### src/rtl/adder_sched_pkg.sv
// Shared types and helpers for the round-robin adder scheduler.
// Latency: n/a (types, constants and a combinational helper only).
// Backpressure: n/a.
package adder_sched_pkg;

    // FSM states; ST_LOCKED is only reachable when chaining is compiled in
    typedef enum logic {
        ST_ARB    = 1'b0,
        ST_LOCKED = 1'b1
    } sched_state_t;

    // Upper bound on requesters handled by rr_pick, and its index width
    localparam int RR_MAX   = 32;
    localparam int RR_IDX_W = $clog2(RR_MAX);

    // One-hot grant: first valid bit scanning upward from ptr+1, wrapping modulo n
    function automatic logic [RR_MAX-1:0] rr_pick(
        input logic [RR_MAX-1:0] valid,
        input int unsigned       ptr,
        input int unsigned       n
    );
        logic [RR_MAX-1:0] g;
        int unsigned       idx;
        g   = '0;
        idx = 0;
        for (int unsigned k = 1; k <= RR_MAX; k++) begin
            if (k <= n && g == '0) begin
                idx = (ptr + k) % n;
                if (valid[idx[RR_IDX_W-1:0]]) begin
                    g[idx[RR_IDX_W-1:0]] = 1'b1;
                end
            end
        end
        return g;
    endfunction

endpackage

### src/rtl/rr_arbiter.sv
// Round-robin grant generator: lowest-priority slot is the one just served (ptr).
// Latency: 0 cycles (combinational grant from valid/ptr).
// Backpressure: advance=0 suppresses every grant; the pointer itself lives in the caller.
module rr_arbiter
    import adder_sched_pkg::*;
#(
    parameter int NUM_REQ = 4,
    parameter int ID_W    = 2
) (
    input  logic [NUM_REQ-1:0] valid,
    input  logic [ID_W-1:0]    ptr,
    input  logic               advance,
    output logic [NUM_REQ-1:0] grant,
    output logic [ID_W-1:0]    grant_idx
);

    logic [RR_MAX-1:0] pick;

    // Pick the next valid requester after ptr and encode its index
    always_comb begin
        pick      = rr_pick(RR_MAX'(valid), int'(ptr), NUM_REQ);
        grant     = advance ? pick[NUM_REQ-1:0] : '0;
        grant_idx = '0;
        for (int i = 0; i < NUM_REQ; i++) begin
            if (grant[i]) begin
                grant_idx = ID_W'(i);
            end
        end
    end

endmodule

### src/rtl/test_adder.sv
// Combinational WIDTH-bit adder with carry in and carry out.
// Latency: 0 cycles (purely combinational).
// Backpressure: none; the caller decides when the result is captured.
module test_adder #(
    parameter int WIDTH = 8
) (
    input  logic [WIDTH-1:0] a,
    input  logic [WIDTH-1:0] b,
    input  logic             cin,
    output logic [WIDTH-1:0] sum,
    output logic             cout
);

    // Add at WIDTH+1 bits so the top bit is the carry out
    assign {cout, sum} = {1'b0, a} + {1'b0, b} + {{WIDTH{1'b0}}, cin};

endmodule

### src/rtl/adder_rr_scheduler.sv
// Time-shares one test_adder across NUM_REQ requesters with round-robin arbitration.
// Latency: 1 cycle from accepted request to registered response.
// Backpressure: a held response (rsp_valid & !rsp_ready) blocks all grants; ADDER_SCHED_CHAIN_EN adds multi-beat carry chaining.
module adder_rr_scheduler
    import adder_sched_pkg::*;
#(
    parameter int WIDTH   = 8,
    parameter int NUM_REQ = 4,
    parameter int ID_W    = 2
) (
    input  logic                     clk,
    input  logic                     rst_n,
    input  logic [NUM_REQ-1:0]       req_valid,
    output logic [NUM_REQ-1:0]       req_ready,
    input  logic [NUM_REQ*WIDTH-1:0] req_a,
    input  logic [NUM_REQ*WIDTH-1:0] req_b,
    input  logic [NUM_REQ-1:0]       req_cin,
    input  logic [NUM_REQ-1:0]       req_chain,
    output logic                     rsp_valid,
    input  logic                     rsp_ready,
    output logic [WIDTH-1:0]         rsp_sum,
    output logic                     rsp_cout,
    output logic [ID_W-1:0]          rsp_id
);

    logic               can_accept;
    logic [ID_W-1:0]    rr_ptr;
    logic               arb_adv;
    logic [NUM_REQ-1:0] arb_grant;
    logic [ID_W-1:0]    arb_idx;
    logic [NUM_REQ-1:0] sel_oh;
    logic [ID_W-1:0]    sel_idx;
    logic               sel_cin;
    logic               last_beat;
    logic               xfer;
    logic [WIDTH-1:0]   op_a;
    logic [WIDTH-1:0]   op_b;
    logic [WIDTH-1:0]   add_sum;
    logic               add_cout;

    // Accept a new request whenever the response slot is empty or drains this cycle
    assign can_accept = !rsp_valid | rsp_ready;

    rr_arbiter #(
        .NUM_REQ (NUM_REQ),
        .ID_W    (ID_W)
    ) u_arb (
        .valid     (req_valid),
        .ptr       (rr_ptr),
        .advance   (arb_adv),
        .grant     (arb_grant),
        .grant_idx (arb_idx)
    );

`ifdef ADDER_SCHED_CHAIN_EN
    sched_state_t    state;
    logic [ID_W-1:0] lock_id;
    logic            carry_q;

    assign arb_adv   = (state == ST_ARB);
    assign last_beat = !req_chain[sel_idx];

    // While locked only the chain owner is selected and its carry comes from carry_q
    always_comb begin
        sel_oh  = arb_grant;
        sel_idx = arb_idx;
        sel_cin = req_cin[arb_idx];
        if (state == ST_LOCKED) begin
            sel_idx = lock_id;
            sel_cin = carry_q;
            for (int i = 0; i < NUM_REQ; i++) begin
                sel_oh[i] = (lock_id == ID_W'(i));
            end
        end
    end

    // Chain FSM: lock onto a requester for the beats of a multi-precision add
    always_ff @(posedge clk) begin
        if (!rst_n) begin
            state   <= ST_ARB;
            lock_id <= '0;
            carry_q <= 1'b0;
        end else if (xfer) begin
            case (state)
                ST_ARB: begin
                    if (req_chain[sel_idx]) begin
                        state   <= ST_LOCKED;
                        lock_id <= sel_idx;
                        carry_q <= add_cout;
                    end
                end
                ST_LOCKED: begin
                    carry_q <= add_cout;
                    if (!req_chain[sel_idx]) begin
                        state <= ST_ARB;
                    end
                end
                default: state <= ST_ARB;
            endcase
        end
    end
`else
    logic unused_chain;

    assign unused_chain = ^req_chain;
    assign arb_adv      = 1'b1;
    assign last_beat    = 1'b1;
    assign sel_oh       = arb_grant;
    assign sel_idx      = arb_idx;
    assign sel_cin      = req_cin[arb_idx];
`endif

    assign req_ready = sel_oh & {NUM_REQ{can_accept}};
    assign xfer      = |(req_valid & req_ready);
    assign op_a      = req_a[sel_idx*WIDTH +: WIDTH];
    assign op_b      = req_b[sel_idx*WIDTH +: WIDTH];

    test_adder #(
        .WIDTH (WIDTH)
    ) u_add (
        .a    (op_a),
        .b    (op_b),
        .cin  (sel_cin),
        .sum  (add_sum),
        .cout (add_cout)
    );

    // Response register: load on transfer, drop valid once consumed, hold under backpressure
    always_ff @(posedge clk) begin
        if (!rst_n) begin
            rsp_valid <= 1'b0;
            rsp_sum   <= '0;
            rsp_cout  <= 1'b0;
            rsp_id    <= '0;
        end else if (xfer) begin
            rsp_valid <= 1'b1;
            rsp_sum   <= add_sum;
            rsp_cout  <= add_cout;
            rsp_id    <= sel_idx;
        end else if (rsp_valid && rsp_ready) begin
            rsp_valid <= 1'b0;
        end
    end

    // Round-robin pointer advances once per completed turn (a whole chain counts as one)
    always_ff @(posedge clk) begin
        if (!rst_n) begin
            rr_ptr <= ID_W'(NUM_REQ - 1);
        end else if (xfer && last_beat) begin
            rr_ptr <= sel_idx;
        end
    end

endmodule
### config.mk
export PLATFORM = sky130hd
export DESIGN_NAME = adder_rr_scheduler
export DESIGN_NICKNAME = d
export VERILOG_FILES = /design/src/rtl/adder_sched_pkg.sv /design/src/rtl/rr_arbiter.sv /design/src/rtl/test_adder.sv /design/src/rtl/adder_rr_scheduler.sv
export SDC_FILE = /design/constraint.sdc
export NUM_CORES = 1
export LEC_CHECK = 0
export ABC_AREA = 0
export BUFFER_PORTS_ARGS = -buffer_cell sky130_fd_sc_hd__clkbuf_2
export CORE_MARGIN = 1
export CORE_UTILIZATION = 51
export CTS_BUF_LIST = sky130_fd_sc_hd__clkbuf_16
export DETAILED_ROUTE_END_ITERATION = 8
export PLACE_DENSITY = 0.85
export SLEW_MARGIN = 40
export SYNTH_ARGS = -nofsm -noshare
export SYNTH_HDL_FRONTEND = slang
export SYNTH_HIERARCHICAL = 1
export SYNTH_SLANG_ARGS = --single-unit
### constraint.sdc
create_clock -name clk -period 9.25 [get_ports clk]
set_clock_uncertainty 0.15 [all_clocks]
set_input_delay 0.925 -clock clk [delete_from_list [all_inputs] [get_ports clk]]
set_output_delay 0.925 -clock clk [all_outputs]
set_load 0.05 [all_outputs]
# Yosys cells after proc, flatten, opt, wreduce, memory -nomap -nowiden

Cells that the tools add are included.

Bits in registers: 14
Bits in latches: 0
Bits in writable memories: 0
ROM bits: 0
Input bits: 79
Output and inout port bits: 16
Logic and storage cells: 69
Memories: 0

Add/sub/neg operators: 6
Multiply operators: 0
Divide/modulo/power cells: 0
$lt $le $gt $ge: 9
Eq/ne operators: 0
Shift-type cells: 2
Mux-type cells: 30
Bitwise operators: 6
Reduce and logical (&&, ||, !) cells: 11

Operators by type and width:

| operator              | count |
|---|---|
| $mux W32              | 4 |
| $logic_not A32 Y1     | 3 |
| $or A32 B4 Y32        | 2 |
| $shiftx A32 B6 Y8     | 2 |
| $lt A2 B6 Y1 const B  | 4 |
| $mux W1               | 12 |
| $mux W4               | 3 |
| $bmux W1 S2           | 5 |
| $add A8 B8 Y9         | 1 |
| $add A9 B1 Y9         | 1 |
| $and A4 B4 Y4         | 2 |
| $demux W1 S2          | 4 |
| $ge A2 B1 Y1 const B  | 4 |
| $logic_and A1 B1 Y1   | 5 |
| $add A2 B1 Y2 const B | 2 |
| $add A2 B2 Y2 const B | 2 |
| $mux W2               | 2 |
| $or A4 B4 Y4          | 1 |
| $reduce_or A4 Y1      | 1 |
| $lt A2 B3 Y1 const B  | 1 |
| $reduce_bool A2 Y1    | 1 |
| $logic_not A1 Y1      | 1 |
| $or A1 B1 Y1          | 1 |

# Longest topological paths before layout

Word-level depth: 21
Depth in mapped cells: 19
Gate-level depth less buffers: 16

# Cells and area by module

Netlist, hierarchy kept.

By module, submodules not included:

| module             | times used | cells each | area each (sq um) | sequential area each (sq um) |
|---|---|---|---|---|
| adder_rr_scheduler | 1          | 91         | 1088.5            | 280.3 |
| rr_arbiter         | 1          | 58         | 534.3             | 0.0 |
| test_adder         | 1          | 40         | 331.6             | 0.0 |

# Worst setup path before layout

Ideal clock, no wire load.

Kind: reg2reg
Start: reg rr_ptr[0]
End: reg rsp_sum[6]
Library setup time: 72 ps
Arrival time: 4881 ps
Required time: 9028 ps
Path slack: 4148 ps
Cell stages (with the launch flop): 20
Buffers on the path: 3
Period minus slack after synthesis: 5102 ps
Cell sequence: dfxtp_1 buf_6 inv_1 ha_1 mux4_2 a21boi_4 and2_4 a221o_1 o32ai_2 a21o_1 buf_6 buf_12 mux4_2 fa_1 fa_1 a21oi_1 o21a_1 xnor2_1 nand2_1 mux2i_1

Elaborated cells between the ends (all ways): 57
Classes of those cells: add/sub: 6; order compare: 8; shift: 2; mux: 28; bitwise: 5; reduce/logical: 8

RTL lines:

| what                                                                  | line                      | RTL |
|---|---|---|
| start, declared                                                       | adder_rr_scheduler.sv:27  | `logic [ID_W-1:0] rr_ptr;` |
| start signal, assigned                                                | adder_rr_scheduler.sv:148 | `rr_ptr <= ID_W'(NUM_REQ - 1);` |
| start signal, assigned                                                | adder_rr_scheduler.sv:150 | `rr_ptr <= sel_idx;` |
| parallel branches: the longest is 14 deep, another holds $lt A2 B6 Y1 | -                         |  |
| $mux W4 (*)                                                           | adder_sched_pkg.sv:27     | `if (k <= n && g == '0) begin` |
| named net arb_grant[3]                                                | adder_rr_scheduler.sv:29  | `logic [NUM_REQ-1:0] arb_grant;` |
| $mux W2 (*)                                                           | rr_arbiter.sv:25          | `if (grant[i]) begin` |
| named net arb_idx[0]                                                  | adder_rr_scheduler.sv:30  | `logic [ID_W-1:0] arb_idx;` |
| $shiftx A32 B6 Y8 (*)                                                 | adder_rr_scheduler.sv:115 | `assign op_a = req_a[sel_idx*WIDTH +: WIDTH];` |
| named net op_a[0]                                                     | adder_rr_scheduler.sv:36  | `logic [WIDTH-1:0] op_a;` |
| $add A8 B8 Y9 (*)                                                     | test_adder.sv:15          | `assign {cout, sum} = {1'b0, a} + {1'b0, b} + {{WIDTH{1'b0}}, cin};` |
| $add A9 B1 Y9 (*)                                                     | test_adder.sv:15          |  |
| named net add_sum[6]                                                  | adder_rr_scheduler.sv:38  | `logic [WIDTH-1:0] add_sum;` |
| end signal, assigned                                                  | adder_rr_scheduler.sv:137 | `rsp_sum <= add_sum;` |
| end, declared                                                         | adder_rr_scheduler.sv:21  | `output logic [WIDTH-1:0] rsp_sum,` |

Mark *: on every way through the listed nets, which the timed path passes. The select of a mux whose other input is x is not followed.
A chain may end at the register's enable or synchronous reset.

# Final worst setup path

Start: reg rr_ptr[0]
End: reg rsp_sum[6]

Elaborated cells between the ends (all ways): 57
Classes of those cells: add/sub: 6; order compare: 8; shift: 2; mux: 28; bitwise: 5; reduce/logical: 8

RTL lines:

| what                                                                  | line                      | RTL |
|---|---|---|
| parallel branches: the longest is 14 deep, another holds $lt A2 B6 Y1 | -                         |  |
| $mux W4 (*)                                                           | adder_sched_pkg.sv:27     |  |
| named net arb_grant[3]                                                | adder_rr_scheduler.sv:29  |  |
| $mux W2 (*)                                                           | rr_arbiter.sv:25          |  |
| named net arb_idx[0]                                                  | adder_rr_scheduler.sv:30  |  |
| $shiftx A32 B6 Y8 (*)                                                 | adder_rr_scheduler.sv:116 | `assign op_b = req_b[sel_idx*WIDTH +: WIDTH];` |
| named net op_b[0]                                                     | adder_rr_scheduler.sv:37  | `logic [WIDTH-1:0] op_b;` |
| $add A8 B8 Y9 (*)                                                     | test_adder.sv:15          |  |
| $add A9 B1 Y9 (*)                                                     | test_adder.sv:15          |  |
| named net add_sum[6]                                                  | adder_rr_scheduler.sv:38  |  |

Marks and branches as above.

==> results.sh <==
export IMPL_status="finished, final reports clean"
export IMPL_area_growth_pct=27.7
export IMPL_synthTopCellsByCount="29 x nand2_1, 15 x ha_1, 15 x mux2i_1"
export IMPL_reg2reg_setup_slack_ps=3290
export IMPL_rows=22
export IMPL_synth_seq_area_share_pct=14.3
export IMPL_worst_ep_required_time_ps=9270
export IMPL_arrival_ps=5980
export IMPL_post_route_min_period_ps=5960
export IMPL_synth_compound_area_share_pct=18.1
export IMPL_pwr_share_clk_pct=7.8
export IMPL_clk_path_buf_depth=2
export IMPL_worst_slack_ps=3290
export IMPL_gp_congestion=0.839
export IMPL_cts_sinks=14
export IMPL_yosysWarnings=6
export IMPL_async_reset_ff_share_pct=0
export IMPL_wl_per_cell_um=15.3
export IMPL_min_to="rsp_sum[3]$_SDFFE_PN0P_"
export IMPL_gr_total_overflow=0
export IMPL_setup_tns_final_ps=0
export IMPL_yosys_area_top_type_share_pct=14.3
export IMPL_drive_gt1_share_pct=41.6
export IMPL_maxSlewViolCount=0
export IMPL_reg2regPathDepth=16
export IMPL_relSlewSlack_pct=50.3
export IMPL_fp_dieW_um=63.9
export IMPL_grt_pass1_wl_um=8060
export IMPL_ir_worst_vdd_mv=0.227
export IMPL_synth_most_common_cell="nand2_1"
export IMPL_postRouteAntennaNets=0
export IMPL_synth_edf_count=0
export IMPL_floorplan_initialDensity_pct=53.4
export IMPL_cellPowerDensity_nw_per_um2=416
export IMPL_regArea_um2=280
export IMPL_synthCells=189
export IMPL_antenna_found_initial=0
export IMPL_synth_ff_type="dfxtp_1"
export IMPL_netlist_area_um2=1950
export IMPL_yosysTopAreaCell="dfxtp_1"
export IMPL_avgSynthCellArea_um2=10.3
export IMPL_timing_final_crit_share_pct=64.5
export IMPL_grt_usage_pct=25.6
export IMPL_cts_buffers=3
export IMPL_synth_area_leaders="dfxtp_1 14%, mux4_2 14%, mux4_1 12%, ha_1 9.6%, mux2i_1 7.7%"
export IMPL_cp_max_fo=19
export IMPL_postCtsSetupBuffers=0
export IMPL_cts_tree="done"
export IMPL_rsz0062_at_grt="no"
export IMPL_dr_pass1_iters=4
export IMPL_multiInputGateArea_um2=1580
export IMPL_fill_cells=286
export IMPL_fin_nets=376
export IMPL_worstSkewPairLatency_ps=240
export IMPL_worst_pin_slew_ps=745
export IMPL_r2r_start="rr_ptr[0]$_SDFFE_PN1P_"
export IMPL_num_vias=1919
export IMPL_die_h_um=63.9
export IMPL_drc=0
export IMPL_power_frac_comb_pct=83.2
export IMPL_cap_violations=0
export IMPL_final_cells=327
export IMPL_min_from="rsp_sum[3]$_SDFFE_PN0P_"
export IMPL_clk_pin_slew_worst_paths_ps=50
export IMPL_switching_power_w=0.000512
export IMPL_worstSetupStartpoint="rr_ptr[0]$_SDFFE_PN1P_"
export IMPL_cts_resized_gates=0
export IMPL_grt_pass1_vias=1856
export IMPL_ys_ff_latch=14
export IMPL_avgViaCountPerCell=5.87
export IMPL_crit_path_start_kind="flop"
export IMPL_root_buffer="clkbuf_16"
export IMPL_drtIter0Drc=108
export IMPL_swShare_pct=49.4
export IMPL_dp_hpwl_um=4090
export IMPL_hold_viol_final=0
export IMPL_setup_violations=0
export IMPL_synth_simple_area_share_pct=14.3
export IMPL_design_die_area_um2=4080
export IMPL_synth_fa_ha_area_share_pct=11.7
export IMPL_ys_types=54
export IMPL_dp_cells=323
export IMPL_pwr_share_seq_pct=9.0
export IMPL_synth_top_family_by_area="multiplexers"
export IMPL_grt_max_degree=26
export IMPL_critical_path_class="flop to flop"
export IMPL_portBuffers=90
export IMPL_synth_xor_area_share_pct=1.79
export IMPL_diodes=0
export IMPL_synthMuxAreaShare_pct=33.6
export IMPL_wirelength_um=5000
export IMPL_internal_power_w=0.000525
export IMPL_coreArea_um2=3660
export IMPL_p_leak_nw=1.20
export IMPL_min_path_type="flop to flop"
export IMPL_h_tree_depth=1
export IMPL_cts_hold_buffers=0
export IMPL_endpoint_kind="flop"
export IMPL_r2r_end="rsp_sum[6]$_SDFFE_PN0P_"
export IMPL_timing_fmax_ghz=0.168
export IMPL_whs_path_depth=2
export IMPL_preCtsSetupSlack_ps=3290
export IMPL_io_pins=95
-- critical path: stages, from the launching register on --
cell and delay, ps:
dfxtp_1 650, inv_1 190, ha_1 450, mux4_2 540, a21boi_4 160, and2_4 150, a221o_1 350, o32ai_2 440
a21o_2 520, mux4_1 650, fa_1 450, fa_1 410, a21oi_1 240, o21a_1 170, xnor2_1 120, nand2_1 70
mux2i_1 140
-- metal layers --
layer  track usage, %  vias up  share of wire [%]
met2             50.7       80                 54
met5                0        -                  0
met3             3.04        4                5.2
li1                 -      922                  -
met1             27.7      913                 39
met4             8.24        0                1.3
-- placed cells by master (no fill, tap or decap), types with 2 or more instances in the layout --
cell        n
o41ai_1     2
a222oi_1    2
a311o_1     2
mux4_2     12
o211ai_1    5
a221o_1     2
a21oi_1     5
a22o_1      3
nand4_1     2
conb_1      6
nor3_1      2
a21boi_4    2
mux2i_1    15
inv_1      10
clkbuf_16   3
a22oi_1     2
nand2_1    29
xnor2_1     2
nand3_1     2
xor2_1      2
and2_1      6
o21ai_0     2
mux4_1      9
ha_1       15
nand2b_1    3
clkbuf_2   90
dfxtp_1    14
o21a_1      2
a21o_1      2
nor2b_1     2
fa_1        2
-- through the flow --
stage	utilization (%)	cell area [um2]	power, W	hold WS (ps)
floorplan	-	1970	0.000827	391
global placement	65.8	2410	0.000926	293
detailed placement	65.8	2410	0.000947	303
CTS	67.9	2490	0.00104	309
global route	68.1	2490	0.00113	330
finish	68.1	2490	0.00104	309
-- power by group through the flow --
stage	sequential [W]	combinational, W	clock (W)
4_1_cts	0.0000934	0.000861	0.0000817
2_1_floorplan	0.000128	0.000700	0
3_3_place_gp	0.0000930	0.000833	0
5_1_grt	0.0000953	0.000953	0.0000858
6_report	0.0000934	0.000864	0.0000804
3_5_place_dp	0.0000944	0.000853	0
-- area by class of cell --
cell class                 instances  area share (%)
multi-input combinational        160            63.5
timing repair buffer              90            18.1
sequential                        14            11.2
clock buffer                       3            3.01
tap                               48            2.41
inverter                          11            1.65
clock inverter                     1           0.150
-- worst max-delay path by stage --
stage | to | slack [ps]
2_1_floorplan | rsp_sum[6]$_SDFFE_PN0P_ | 4150
3_3_place_gp | rsp_sum[6]$_SDFFE_PN0P_ | 3130
3_5_place_dp | rsp_sum[6]$_SDFFE_PN0P_ | 3290
4_1_cts | rsp_sum[6]$_SDFFE_PN0P_ | 3280
5_1_grt | rsp_sum[4]$_SDFFE_PN0P_ | 2880
6_report | rsp_sum[6]$_SDFFE_PN0P_ | 3290
-- kinds of logic after synthesis --
| family | after synthesis |
|---|---|
| muxes | 36 |
| xor gates and xnor gates | 4 |
| and+or+nand+nor | 55 |
| other | 1 |
| adders and majority gates | 17 |
| buffers and inverters | 20 |
| DFF | 14 |
| AOI/OAI and AO/OA | 42 |
-- sequential cells by signal, indices dropped and copies added (netlist names) --
| register | count |
|---|---|
| rsp_valid | 1 |
| rsp_sum | 8 |
| rsp_cout | 1 |
| rsp_id | 2 |
| rr_ptr | 2 |
(Power assumes the default switching activity.)
